## src/rtl/cut_ctrl.sv

```systemverilog
// Cut-window controller: host-programmable shadow registers, frame-synchronous
// commit into the active cut set, optional y sweep, and pixel position counters.
`timescale 1ns/1ps

module cut_ctrl #(
    parameter int unsigned H_ACTIVE   = 680,
    parameter int unsigned V_ACTIVE   = 480,
    parameter int unsigned CUT_DEF    = 20,
    parameter int unsigned SWEEP_STEP = 4
) (
    input  logic       clk,
    input  logic       rst_n,
    input  logic       frame_start,
    input  logic       pix_valid,
    input  logic       cfg_wr,
    input  logic [1:0] cfg_addr,
    input  logic [9:0] cfg_data,
    output logic       cfg_ack,
    output logic       cfg_err,
    output logic [9:0] xx,
    output logic [9:0] yy,
    output logic [9:0] x_cat,
    output logic [9:0] y_cut,
    output logic [9:0] cut_constant,
    output logic       update_pending,
    output logic       frame_done
);

    localparam logic [9:0]  X_LAST  = 10'(H_ACTIVE - 1);
    localparam logic [9:0]  Y_LAST  = 10'(V_ACTIVE - 1);
    localparam logic [9:0]  Y_MAX   = 10'(V_ACTIVE - 2);
    localparam logic [9:0]  CUT_RST = 10'(CUT_DEF);
    localparam logic [10:0] X_LAST_W = 11'(H_ACTIVE - 1);
    localparam logic [10:0] Y_MAX_W  = 11'(V_ACTIVE - 2);
    localparam logic [10:0] STEP_W   = 11'(SWEEP_STEP);

    typedef enum logic [1:0] {
        IDLE  = 2'd0,
        APPLY = 2'd1,
        RUN   = 2'd2,
        DONE  = 2'd3
    } state_t;

    state_t     state_q, state_d;
    logic [9:0] xx_q, xx_d, yy_q, yy_d;
    logic [9:0] x_cat_q, x_cat_d, y_cut_q, y_cut_d, cut_q, cut_d;
    logic [9:0] sh_x_q, sh_x_d, sh_y_q, sh_y_d, sh_w_q, sh_w_d;
    logic       sweep_en_q, sweep_en_d;
    logic       pend_q, pend_d;
    logic       take_q, take_d;
    logic       ack_q, ack_d, err_q, err_d, done_q, done_d;
    logic [10:0] x_sum, y_sum;

    assign x_sum = {1'b0, sh_x_q} + {1'b0, sh_w_q};
    assign y_sum = {1'b0, y_cut_q} + STEP_W;

    always_comb begin
        state_d    = state_q;
        xx_d       = xx_q;
        yy_d       = yy_q;
        x_cat_d    = x_cat_q;
        y_cut_d    = y_cut_q;
        cut_d      = cut_q;
        sh_x_d     = sh_x_q;
        sh_y_d     = sh_y_q;
        sh_w_d     = sh_w_q;
        sweep_en_d = sweep_en_q;
        pend_d     = pend_q;
        take_d     = take_q;
        ack_d      = 1'b0;
        err_d      = 1'b0;
        done_d     = 1'b0;

        // take_q freezes the pending flag as seen at the frame_start edge, so a
        // commit landing on that same edge waits for the next frame.
        case (state_q)
            IDLE: begin
                xx_d = '0;
                yy_d = '0;
                if (frame_start) begin
                    state_d = APPLY;
                    take_d  = pend_q;
                end
            end
            APPLY: begin
                state_d = RUN;
                xx_d    = '0;
                yy_d    = '0;
                if (take_q) begin
                    x_cat_d = sh_x_q;
                    y_cut_d = sh_y_q;
                    cut_d   = (x_sum > X_LAST_W) ? (X_LAST - sh_x_q) : sh_w_q;
                    pend_d  = 1'b0;
                end else if (sweep_en_q) begin
                    y_cut_d = (y_sum > Y_MAX_W) ? '0 : y_sum[9:0];
                end
            end
            RUN: begin
                if (frame_start) begin
                    state_d = APPLY;
                    take_d  = pend_q;
                    xx_d    = '0;
                    yy_d    = '0;
                end else if (pix_valid) begin
                    if (xx_q == X_LAST) begin
                        xx_d = '0;
                        if (yy_q == Y_LAST) begin
                            yy_d    = '0;
                            done_d  = 1'b1;
                            state_d = DONE;
                        end else begin
                            yy_d = yy_q + 10'd1;
                        end
                    end else begin
                        xx_d = xx_q + 10'd1;
                    end
                end
            end
            DONE: begin
                if (frame_start) begin
                    state_d = APPLY;
                    take_d  = pend_q;
                end
            end
            default: state_d = IDLE;
        endcase

        // Host writes are evaluated last so a commit wins over the APPLY clear.
        if (cfg_wr) begin
            case (cfg_addr)
                2'd0: begin
                    if (cfg_data > X_LAST) err_d = 1'b1;
                    else begin
                        sh_x_d = cfg_data;
                        ack_d  = 1'b1;
                    end
                end
                2'd1: begin
                    if (cfg_data > Y_MAX) err_d = 1'b1;
                    else begin
                        sh_y_d = cfg_data;
                        ack_d  = 1'b1;
                    end
                end
                2'd2: begin
                    sh_w_d = cfg_data;
                    ack_d  = 1'b1;
                end
                default: begin
                    sweep_en_d = cfg_data[0];
                    if (cfg_data[1]) pend_d = 1'b1;
                    ack_d = 1'b1;
                end
            endcase
        end
    end

    always_ff @(posedge clk or negedge rst_n) begin
        if (!rst_n) begin
            state_q    <= IDLE;
            xx_q       <= '0;
            yy_q       <= '0;
            x_cat_q    <= '0;
            y_cut_q    <= '0;
            cut_q      <= CUT_RST;
            sh_x_q     <= '0;
            sh_y_q     <= '0;
            sh_w_q     <= CUT_RST;
            sweep_en_q <= 1'b0;
            pend_q     <= 1'b0;
            take_q     <= 1'b0;
            ack_q      <= 1'b0;
            err_q      <= 1'b0;
            done_q     <= 1'b0;
        end else begin
            state_q    <= state_d;
            xx_q       <= xx_d;
            yy_q       <= yy_d;
            x_cat_q    <= x_cat_d;
            y_cut_q    <= y_cut_d;
            cut_q      <= cut_d;
            sh_x_q     <= sh_x_d;
            sh_y_q     <= sh_y_d;
            sh_w_q     <= sh_w_d;
            sweep_en_q <= sweep_en_d;
            pend_q     <= pend_d;
            take_q     <= take_d;
            ack_q      <= ack_d;
            err_q      <= err_d;
            done_q     <= done_d;
        end
    end

    assign cfg_ack        = ack_q;
    assign cfg_err        = err_q;
    assign xx             = xx_q;
    assign yy             = yy_q;
    assign x_cat          = x_cat_q;
    assign y_cut          = y_cut_q;
    assign cut_constant   = cut_q;
    assign update_pending = pend_q;
    assign frame_done     = done_q;

endmodule

```

## config.mk

```make
export PLATFORM = sky130hd
export DESIGN_NAME = cut_ctrl
export DESIGN_NICKNAME = d
export VERILOG_FILES = /design/src/rtl/cut_ctrl.sv
export SDC_FILE = /design/constraint.sdc
export NUM_CORES = 1
export LEC_CHECK = 0
export ABC_AREA = 1
export CAP_MARGIN = 5
export CORE_UTILIZATION = 56
export CTS_BUF_LIST = sky130_fd_sc_hd__clkbuf_8
export CTS_CLUSTER_SIZE = 12
export DETAILED_ROUTE_END_ITERATION = 8
export HOLD_SLACK_MARGIN = 0.02
export PLACE_DENSITY = 0.82
export SETUP_SLACK_MARGIN = 0.4
export SYNTH_ARGS = -nofsm -noshare
export SYNTH_HDL_FRONTEND = slang
export SYNTH_SLANG_ARGS = --single-unit
```

## constraint.sdc

```tcl
create_clock -name clk -period 2.5 [get_ports clk]
set_clock_uncertainty 0.05 [all_clocks]
set_input_delay 0.5 -clock clk [delete_from_list [all_inputs] [get_ports clk]]
set_output_delay 0.5 -clock clk [all_outputs]
set_load 0.05 [all_outputs]
```

**Word-level counts from Yosys, hierarchy flattened**

Cells that the tools add are included.

- Register bits: 88
- Output and inout bits: 54
- Input bits: 17
- Word-level logic and storage cells: 93

- Muxes and demuxes: 37
- Bitwise gates (word level): 3
- Add/sub/neg operators: 5
- Equality and inequality tests: 11
- Order comparisons: 4
- Reduce and logical (&&, ||, !) cells: 18

Operator list:

| cell | count |
|---|---|
| $mux W10 | 11 |
| $pmux W10 S2 | 2 |
| $add A10 B1 Y10 const B | 2 |
| $mux W1 | 16 |
| $reduce_and A2 Y1 | 6 |
| $add A10 B10 Y11 | 1 |
| $add A10 B3 Y11 const B | 1 |
| $gt A11 B10 Y1 const B | 1 |
| $gt A11 B9 Y1 const B | 1 |
| $eq A10 B10 Y1 const B | 1 |
| $eq A10 B9 Y1 const B | 1 |
| $gt A10 B10 Y1 const B | 1 |
| $gt A10 B9 Y1 const B | 1 |
| $mux W2 | 5 |
| $sub A10 B10 Y10 const A | 1 |
| $ne A3 B3 Y1 const B | 3 |
| $reduce_and A3 Y1 | 3 |
| $eq A2 B2 Y1 const B | 3 |
| $pmux W2 S3 | 1 |
| $reduce_or A3 Y1 | 2 |
| $eq A2 B1 Y1 const B | 2 |
| $logic_not A2 Y1 | 2 |
| $pmux W1 S2 | 2 |
| $reduce_and A4 Y1 | 1 |
| 4 further kinds | 8 |

**Depth between registers and ports, before layout**

- Depth after elaboration: 6
- Gate-level depth with buffers: 16
- Depth with buffers taken out: 16

**Least setup slack after synthesis**

No wires, ideal clock.

- Path type: reg-to-reg
- Start: reg y_cut_q[2] (netlist: y_cut[2])
- End: reg y_cut_q[1] (netlist: y_cut[1])
- Library setup time: 120 ps
- Buffers on the path: 0
- Setup slack: 344 ps
- Required time: 2,330 ps
- Period minus slack after synthesis: 2,156 ps
- Cell stages (with the launch flop): 15
- Arrival: 1,987 ps
- Cell sequence: dfrtp_1 > inv_1 > ha_1 > inv_1 > nand3_1 > nor2_1 > nor2_1 > nor2_1 > nand2_1 > o21ai_2 > nand2_4 > nand2_1 > nand2_1 > nand2_1 > nand2_1

- Word-level cells in the longest chain between the ends: 5

Ends and longest elaborated chain:

| item | RTL line | text |
|---|---|---|
| from (decl) | 46 | `logic [9:0] x_cat_q, x_cat_d, y_cut_q, y_cut_d, cut_q, cut_d;` |
| from (signal assigned) | 180 | `y_cut_q <= y_cut_d;` |
| $add A10 B3 Y11 | 55 | `assign y_sum = {1'b0, y_cut_q} + STEP_W;` |
| $gt A11 B9 Y1 | 95 | `y_cut_d = (y_sum > Y_MAX_W) ? '0 : y_sum[9:0];` |
| $mux W10 | 95 |  |
| $mux W10 | 94 | `end else if (sweep_en_q) begin` |
| $mux W10 | 89 | `if (take_q) begin` |

Every way passes these cells. The select of a mux whose other input is x is not followed.
A chain may end at the register's enable or synchronous reset.

**Final worst setup path**

- Start: reg sh_w_q[0]
- End: reg cut_q[0] (netlist: cut_constant[0])

- Word-level cells in the longest chain between the ends: 3

Ends and longest elaborated chain:

| item | RTL line | text |
|---|---|---|
| from (decl) | 47 | `logic [9:0] sh_x_q, sh_x_d, sh_y_q, sh_y_d, sh_w_q, sh_w_d;` |
| from (signal assigned) | 184 | `sh_w_q <= sh_w_d;` |
| $add A10 B10 Y11 | 54 | `assign x_sum = {1'b0, sh_x_q} + {1'b0, sh_w_q};` |
| $gt A11 B10 Y1 | 92 | `cut_d = (x_sum > X_LAST_W) ? (X_LAST - sh_x_q) : sh_w_q;` |
| $mux W10 * | 92 |  |
| to (signal assigned) | 181 | `cut_q <= cut_d;` |
| to (decl) | 46 |  |

Every way passes the cells marked *; elsewhere a longest branch is shown, timed or not.

==> flow_metrics.tcl <==
set metrics [dict create \
    rsz0062_at_grt "yes" \
    path_max_fanout 5 \
    rows 33 \
    power_uw 7350 \
    holdBufCountCts 0 \
    antenna_found_initial 0 \
    finalInstanceArea_sq_um 6460 \
    clkLatencyLatePin_ns 0.37 \
    cts_buffers 9 \
    synth_top_cell_by_area "dfrtp_1" \
    ys_seq_area_share_pct 45.9 \
    die-area_sq_um 8970 \
    core_area_sq_um 8260 \
    io_buffers 70 \
    synthDistinctLibCells 39 \
    drcViolationCount 0 \
    synth_edf_count 0 \
    crit_chain "ha_2 > fa_2 > nand3_2 > nand2_2 > nand2_2 > buf_6 > nand3b_1 > nand2_1 > o21ai_2 > nand3_4 > buf_8 > nand3_2 > nand3_1 > nand2_1" \
    fp.dieH_microns 94.7 \
    avgViaCountPerCell 5.85 \
    ys.flop_type "dfrtp_1" \
    ys_ff_latch 88 \
    setup_viol 0 \
    yosys-top-cells-area "dfrtp_1 44%, nand2_1 13%, inv_1 6.2%, o21ai_0 5.4%, ha_1 4.9%" \
    async_reset_ff_share_pct 100 \
    cts_htree_levels 3 \
    stdcell_count 835 \
    timing.max_cap.violations 0 \
    synth.cells.most_frequent "172 x nand2_1, 84 x dfrtp_1, 79 x inv_1" \
    cp-start-kind "register" \
    yosys.area.top_type_share_pct 43.7 \
    yosys_warnings 0 \
    worstSetupPathType "register to register" \
    fmax_mhz 414 \
    p_leak_uw 0.00342 \
    cp_data_required_time_ns 2.69 \
    fin_hold_ws_ns 0.0507 \
    syn2layout_area_growth_pct 34.4 \
    maxSlewHeadroom_pct 49.3 \
    final_max_slew_viol_count 0 \
    track_usage_pct 31.2 \
    cts_tree "built" \
    arrival_ns 2.61 \
    postPlaceCellArea_sq_um 5680 \
    first_pass_iters 5 \
    drt_iter0_drc 466 \
    hpwl_microns 8740 \
    end_kind "register" \
    synth_area_sq_um 4810 \
    r2r-start "sh_w_q[0]$_DFFE_PN0P_" \
    syn-num-nets 653 \
    fillers 521 \
    fin_crit_sh_pct 96.6 \
    tightest_slew_ns 0.756 \
    num_io_pins 71 \
    drive_above_1_share_pct 19.6 \
    cts_max_path_buffers 2 \
    status "finished, final reports clean" \
    clkSlewWorstSetupHoldPaths_ns 0.11 \
    num_vias 4883 \
    cpPeakStageDelay_ns 0.42 \
    wl_microns 14500 \
    cts-root-buf "clkbuf_8" \
    grt_overflow 0 \
    antenna_cells 0 \
    reg2regPathDepth 14 \
    power_density_nw_per_um2 1140 \
    reg2reg_slack_ns 0.09 \
    cp_slowest_cell "dfrtp_1" \
    grt_pass1_vias 4497 \
    initial_core_util_pct 58.3 \
    postSynthCellCount 616 \
    wl_per_cell_microns 17.4 \
    place.gp.congestion 0.994 \
    die_w_microns 94.7 \
    ant_nets 0 \
    ir_drop_mv 0.653 \
    grt_max_degree 42 \
    setup_tns_ns 0 \
    layout_min_cycle_time_ns 2.41 \
    hold_viol 0 \
    r2r-end "cut_constant[0]$_DFFE_PN0P_" \
    clock_sinks 88 \
    grt_first_pass_wirelength_microns 21300 \
    avgSynthCellArea_sq_um 7.81 \
    nets 762 \
    min_path_type "primary input to async pin" \
    placedCellCount 790 \
    synth_most_common_cell "nand2_1" \
]
metrics by stage:
| step | worst slack [ns] | util (%) |
|---|---|---|
| floorplan | 0.403 | - |
| CTS | 0.334 | 74.9 |
| global placement | 0.169 | 68.7 |
| global route | 0.0341 | 78.3 |
| finish | 0.0861 | 78.3 |
| detailed placement | 0.114 | 68.7 |
critical path, delay by kind of cell, from the launching register on:
kind | cells | cell delay, ns
AO/OA/AOI/OAI | 1 | 0.08
AND/OR/NAND/NOR | 9 | 0.92
adder cells (fa/ha/maj) | 2 | 0.55
flip-flops | 1 | 0.42
buffers and inverters | 2 | 0.27
routing by layer:
metal,vias to the layer above,GRT usage (%),part of all wire [%]
li1,2202,-,-
met1,2319,38.7,38
met2,281,51.4,49
met3,81,5.56,8.3
met4,0,17.3,5.0
met5,-,0,0
worst max-delay path by stage:
| stage | slack [ns] | to | start | depth (start not counted) |
|---|---|---|---|---|
| after floorplan | 0.40 | yy[7]$_DFFE_PN0P_ | xx[0]$_DFFE_PN0P_ | 12 |
| after global placement | 0.17 | yy[7]$_DFFE_PN0P_ | frame_start | 12 |
| after detailed placement | 0.11 | xx[9]$_DFFE_PN0P_ | frame_start | 14 |
| after CTS | 0.33 | cut_constant[0]$_DFFE_PN0P_ | sh_w_q[0]$_DFFE_PN0P_ | 14 |
| after global routing | 0.03 | cut_constant[0]$_DFFE_PN0P_ | sh_w_q[0]$_DFFE_PN0P_ | 14 |
| final | 0.09 | cut_constant[0]$_DFFE_PN0P_ | sh_w_q[0]$_DFFE_PN0P_ | 14 |
power by group:
part	total (uW)	internal, uW	switching, uW
sequential	2170	1800	374
combinational	4170	1460	2710
clock	1010	464	547
layout make-up:
| cell class | count | area [sq um] | area share (%) |
|---|---|---|---|
| Inverter | 85 | 327 | 5.05 |
| Clock inverter | 7 | 71.3 | 1.10 |
| Timing Repair Buffer | 109 | 1040 | 16.1 |
| Clock buffer | 9 | 124 | 1.92 |
| Multi-Input combinational cell | 432 | 2560 | 39.5 |
| Tap cell | 105 | 131 | 2.03 |
| Sequential cell | 88 | 2220 | 34.3 |
sequential cells by signal, summed over array words and instances (netlist names), 10 cells and up:
name	count
sh_y_q	10
yy	10
sh_x_q	10
sh_w_q	10
cut_constant	10
y_cut	10
x_cat	10
xx	10
layout by cell type (no fill, tap or decap), drive strengths merged:
master         instances
xor2                   8
ha                    19
o22ai                  1
nand3b                 7
o211ai                 1
nor4                   1
dlymetal6s2s          17
bufinv                 1
o21a                   2
nand4                  8
or2                    1
nor2                  50
clkinv                 4
a21oi                 37
dfstp                  4
a31oi                  2
nand2                177
xnor2                  4
o2111ai                1
clkbuf                 9
fa                     1
nor3                   8
clkdlybuf4s50         23
o21ai                 55
inv                   85
clkinvlp               2
dlygate4sd2           29
a211oi                 1
dfrtp                 84
buf                   40
nand3                 48
kinds of logic after synthesis:
kind of cell | after synthesis | synth area share, %
simple gates | 299 | 27.7
compound gates | 100 | 11.0
buf+inv | 97 | 7.91
flops | 88 | 45.9
fa+ha+maj | 20 | 5.36
xor+xnor | 12 | 2.18
what timing repair did:
action,4_1_cts,5_1_grt
buffers inserted,13,14
endpoints found under the setup margin,44,37
pin swaps,23,21
gates cloned,2,0
gates resized for setup,77,56
Note: power is estimated with default switching activity, not from simulation.
